==> src/rtl/full_adder_pkg.sv <==
// Shared constants for the registered ripple-carry adder.
// The FULL_ADDER_OVF_EN macro (see full_adder_unit) does not affect this package.
package full_adder_pkg;

  localparam int DEFAULT_WIDTH = 1;
  localparam int MAX_WIDTH     = 32;

  // True when an operand width can be elaborated
  function automatic bit width_ok(input int w);
    return (w >= 1) && (w <= MAX_WIDTH);
  endfunction

endpackage

==> src/rtl/full_adder_bit.sv <==
// Combinational 1-bit full-adder slice: one stage of the ripple-carry chain.
module full_adder_bit (
  input  logic a,
  input  logic b,
  input  logic cin,
  output logic sum,
  output logic cout
);

  logic prop;

  // Propagate term shared by the sum and carry equations
  always_comb begin
    prop = a ^ b;
    sum  = prop ^ cin;
    cout = (a & b) | (cin & prop);
  end

endmodule

==> src/rtl/full_adder_unit.sv <==
// Registered ripple-carry adder: {cout,sum} = a + b + cin, one-cycle latency.
// Valid-qualified: results load only on in_valid, otherwise hold.
// Optional feature: define FULL_ADDER_OVF_EN to add the registered signed-overflow output ovf.
module full_adder_unit
  import full_adder_pkg::*;
#(
  parameter int WIDTH = DEFAULT_WIDTH
) (
  input  logic             clk,
  input  logic             rst,
  input  logic             in_valid,
  input  logic [WIDTH-1:0] a,
  input  logic [WIDTH-1:0] b,
  input  logic             cin,
  output logic             out_valid,
  output logic [WIDTH-1:0] sum,
  output logic             cout
`ifdef FULL_ADDER_OVF_EN
  ,
  output logic             ovf
`endif
);

  // Refuse to elaborate an out-of-range operand width
  if (!width_ok(WIDTH)) begin : gen_width_check
    $error("full_adder_unit: WIDTH must be in 1..MAX_WIDTH");
  end

  logic [WIDTH-1:0] sum_comb;

  // Carry chain: each slice keeps its own carry-in/carry-out so the chain is
  // expressed stage by stage rather than as a self-referencing vector.
  for (genvar gi = 0; gi < WIDTH; gi++) begin : gen_slice
    logic carry_in;
    logic carry_out;

    if (gi == 0) begin : gen_first
      assign carry_in = cin;
    end else begin : gen_rest
      assign carry_in = gen_slice[gi-1].carry_out;
    end

    full_adder_bit u_bit (
      .a    (a[gi]),
      .b    (b[gi]),
      .cin  (carry_in),
      .sum  (sum_comb[gi]),
      .cout (carry_out)
    );
  end

  logic             cout_comb;
  assign cout_comb = gen_slice[WIDTH-1].carry_out;

  logic [WIDTH-1:0] sum_q, sum_d;
  logic             cout_q, cout_d;
  logic             out_valid_q, out_valid_d;

`ifdef FULL_ADDER_OVF_EN
  logic ovf_comb;
  logic ovf_q, ovf_d;
  // Two's-complement overflow: carry into the MSB differs from carry out of it
  assign ovf_comb = gen_slice[WIDTH-1].carry_out ^ gen_slice[WIDTH-1].carry_in;
`endif

  // Next-state: load a new result on in_valid, otherwise hold (inputs ignored)
  always_comb begin
    sum_d       = sum_q;
    cout_d      = cout_q;
    out_valid_d = in_valid;
`ifdef FULL_ADDER_OVF_EN
    ovf_d       = ovf_q;
`endif
    if (in_valid) begin
      sum_d  = sum_comb;
      cout_d = cout_comb;
`ifdef FULL_ADDER_OVF_EN
      ovf_d  = ovf_comb;
`endif
    end
  end

  // Output registers, cleared asynchronously by rst
  always_ff @(posedge clk or posedge rst) begin
    if (rst) begin
      sum_q       <= '0;
      cout_q      <= 1'b0;
      out_valid_q <= 1'b0;
`ifdef FULL_ADDER_OVF_EN
      ovf_q       <= 1'b0;
`endif
    end else begin
      sum_q       <= sum_d;
      cout_q      <= cout_d;
      out_valid_q <= out_valid_d;
`ifdef FULL_ADDER_OVF_EN
      ovf_q       <= ovf_d;
`endif
    end
  end

  assign sum       = sum_q;
  assign cout      = cout_q;
  assign out_valid = out_valid_q;
`ifdef FULL_ADDER_OVF_EN
  assign ovf       = ovf_q;
`endif

endmodule

==> config.mk <==
export PLATFORM = sky130hd
export DESIGN_NAME = full_adder_unit
export DESIGN_NICKNAME = d
export VERILOG_FILES = /design/src/rtl/full_adder_pkg.sv /design/src/rtl/full_adder_bit.sv /design/src/rtl/full_adder_unit.sv
export SDC_FILE = /design/constraint.sdc
export NUM_CORES = 1
export LEC_CHECK = 0
export ABC_AREA = 1
export BUFFER_PORTS_ARGS = -buffer_cell sky130_fd_sc_hd__clkbuf_2
export CAP_MARGIN = 20
export CORE_AREA = 2 2 39 41
export DETAILED_ROUTE_END_ITERATION = 8
export DIE_AREA = 0 0 41 43
export GPL_ROUTABILITY_DRIVEN = 0
export PLACE_DENSITY = 0.3
export SLEW_MARGIN = 20
export SYNTH_ARGS = -nofsm -noshare
export SYNTH_HDL_FRONTEND = slang
export SYNTH_HIERARCHICAL = 1
export SYNTH_SLANG_ARGS = --single-unit
==> constraint.sdc <==
create_clock -name clk -period 0.9 [get_ports clk]
set_input_delay 0.18 -clock clk [delete_from_list [all_inputs] [get_ports clk]]
set_output_delay 0.18 -clock clk [all_outputs]
set_load 0.05 [all_outputs]
==> results.sh <==
export IMPL_status="complete, but fails checks"
export IMPL_violations="setup timing"
export IMPL_crit_fanout=2
export IMPL_antenna_found_initial=0
export IMPL_drt_iter0_markers=11
export IMPL_synth_mux_area_fraction=0
export IMPL_io_pins=9
export IMPL_place_inst=36
export IMPL_min_from="in_valid"
export IMPL_max_stage_delay_ns=0.39
export IMPL_synth_simple_area_share=0.180
export IMPL_fin_crit_sh=1.07
export IMPL_die_area_sq_um=1760
export IMPL_grt_first_pass_wirelength_um=538
export IMPL_cp_required_ns=0.72
export IMPL_dieHeight_um=43
export IMPL_first_pass_iters=4
export IMPL_gr_usage_all_layers=0.0534
export IMPL_arrival_ns=0.78
export IMPL_min_to="out_valid"
export IMPL_synth_xor_area_frac=0
export IMPL_r2r_start="sum"
export IMPL_min_period_ns=0.963
export IMPL_timing_fmax_ghz=1.04
export IMPL_initial_core_util=0.0904
export IMPL_port_buffers=8
export IMPL_drc=0
export IMPL_num_rows=14
export IMPL_numCtsBuffers=3
export IMPL_min_path_cells=1
export IMPL_worst_slack_ns=-0.0629
export IMPL_crit_type="flip-flop to output port"
export IMPL_hold_viol=0
export IMPL_diodes=0
export IMPL_wl_per_cell_um=6.98
export IMPL_ys_warnings_count=6
export IMPL_path_cells="buf_8"
export IMPL_clk_pin_slew_ns=0.04
export IMPL_crit_buf_inv=1
export IMPL_synth_compound_area_frac=0
export IMPL_drv_slew=0
export IMPL_relSlewSlack=0.926
export IMPL_worst_r2r_endpoint="sum"
export IMPL_worstSkewPairLatency_ns=0.23
export IMPL_hpwl_um=219
export IMPL_cts_root_buffer="clkbuf_4"
export IMPL_synthDistinctLibCells=4
export IMPL_synth_area_sq_um=125
export IMPL_fin_skew_ns=0
export IMPL_reg2reg_depth=4
export IMPL_grt_max_degree=5
export IMPL_ant_nets=0
export IMPL_leakage_nw=0.148
export IMPL_post_route_util=0.198
export IMPL_synth_cells=12
export IMPL_maxCapViolations=0
export IMPL_cts_htree_levels=1
export IMPL_wl_um=307
export IMPL_cpMaxStageDelayCell="dfrtp_1"
export IMPL_hp_class="input port to flip-flop"
export IMPL_coreArea_sq_um=1380
export IMPL_areaGrowthSynthToFinish_pct=119
export IMPL_fin_nets=36
export IMPL_syn_nets=19
export IMPL_synthAdderAreaFrac=0.160
export IMPL_tightestPinTransition_ns=0.111
export IMPL_cts_tree="yes"
export IMPL_final_layout_size_suffix_gt1_frac=0.500
export IMPL_clock_path_buffers=2
export IMPL_syn_avg_cell_area_sq_um=10.4
export IMPL_synth_seq_cells=3
export IMPL_r2r_slack_ns=0.05
export IMPL_cts_sinks=3
export IMPL_synth_top_family_by_area="simple AND/OR/NAND/NOR gates"
export IMPL_synth_seq_area_share=0.600
export IMPL_ir_drop_mv=0.398
export IMPL_vias=135
export IMPL_pwr_density_cell_nw_per_um2=2030
export IMPL_viasPerCell=3.07
export IMPL_end_kind="output port"
export IMPL_finalSetupViolCount=3
export IMPL_start_kind="flip-flop"
export IMPL_grt_overflow_total=0
export IMPL_die_w_um=41
export IMPL_crit_family="flip-flops"
export IMPL_rsz0062_at_grt="yes"
export IMPL_final_cells=44
export IMPL_grt_pass1_vias=142
export IMPL_pre_cts_ws_ns=-0.0709
[power breakdown]
| part | switching (mW) | internal (mW) |
|---|---|---|
| clock | 0.0691 | 0.166 |
| combinational | 0.0808 | 0.0786 |
| sequential | 0.0118 | 0.150 |
| total | 0.162 | 0.394 |
[per-stage QoR]
step	hold slack [ns]	area (sq um)	total power, mW	TNS (ns)
2_1_floorplan	-0.0664	125	0.226	0
3_3_place_gp	0.0258	185	0.257	-0.0851
3_5_place_dp	0.0326	185	0.260	-0.107
4_1_cts	0.0910	263	0.545	-0.199
5_1_grt	0.103	274	0.591	-0.263
6_report	0.106	274	0.556	-0.160
[worst max path at each step]
stage / endpoint / slack, ns / startpoint / cells after the start
2_1_floorplan: sum / 0.05 / a / 3
3_3_place_gp: sum / -0.06 / a / 4
3_5_place_dp: sum / -0.07 / a / 4
4_1_cts: sum / -0.08 / sum / 1
5_1_grt: cout / -0.09 / cout / 1
6_report: sum / -0.06 / sum / 1
[final cells by class]
| type | count | area, sq um |
|---|---|---|
| flip-flops and latches | 3 | 75.1 |
| well taps | 16 | 20.0 |
| multi-input cells | 7 | 42.5 |
| fillers | 153 | 1110 |
| clock buffers | 4 | 26.3 |
| repair buffers | 12 | 103 |
| inverters | 2 | 7.51 |
[routing by layer]
metal / wire length [um] / global-route usage
met1: 123 / 0.0554
met2: 128 / 0.0563
met3: 55 / 0.0471
met4: 0 / 0.0600
met5: 0 / 0
[sequential cells by signal, indices dropped and copies added, names as in the netlist]
signal and flops:
sum 1, cout 1, out_valid 1
[Yosys cell counts]
cell type	instances	area [sq um]
inv_1	2	7.51
dfrtp_1	3	75.1
nand2_1	6	22.5
fa_1	1	20.0
[cell usage in the layout (no fill, tap or decap)]
master / Yosys / routed
clkbuf_2: 0 / 5
fa_1: 1 / 1
dfrtp_1: 3 / 3
clkbuf_4: 0 / 3
nand2_1: 6 / 6
inv_1: 2 / 2
buf_8: 0 / 3
dlygate4sd3_1: 0 / 1
clkbuf_1: 0 / 1
buf_4: 0 / 3
[kinds of logic after synthesis]
group / after synthesis
AND/OR/NAND/NOR: 6
flip-flops: 3
buffers and inverters: 2
adder cells (fa/ha/maj): 1
[what timing repair did]
item | 4_1_cts | 5_1_grt
setup endpoints to repair | 3 | 3
buffers inserted | 2 | 1
cloned | 0 | 0
resized for setup | 6 | 3
hold buffers | 1 | 0
endpoints found under the hold margin | 3 | 0
No activity file was read; power rests on OpenSTA's default activity.
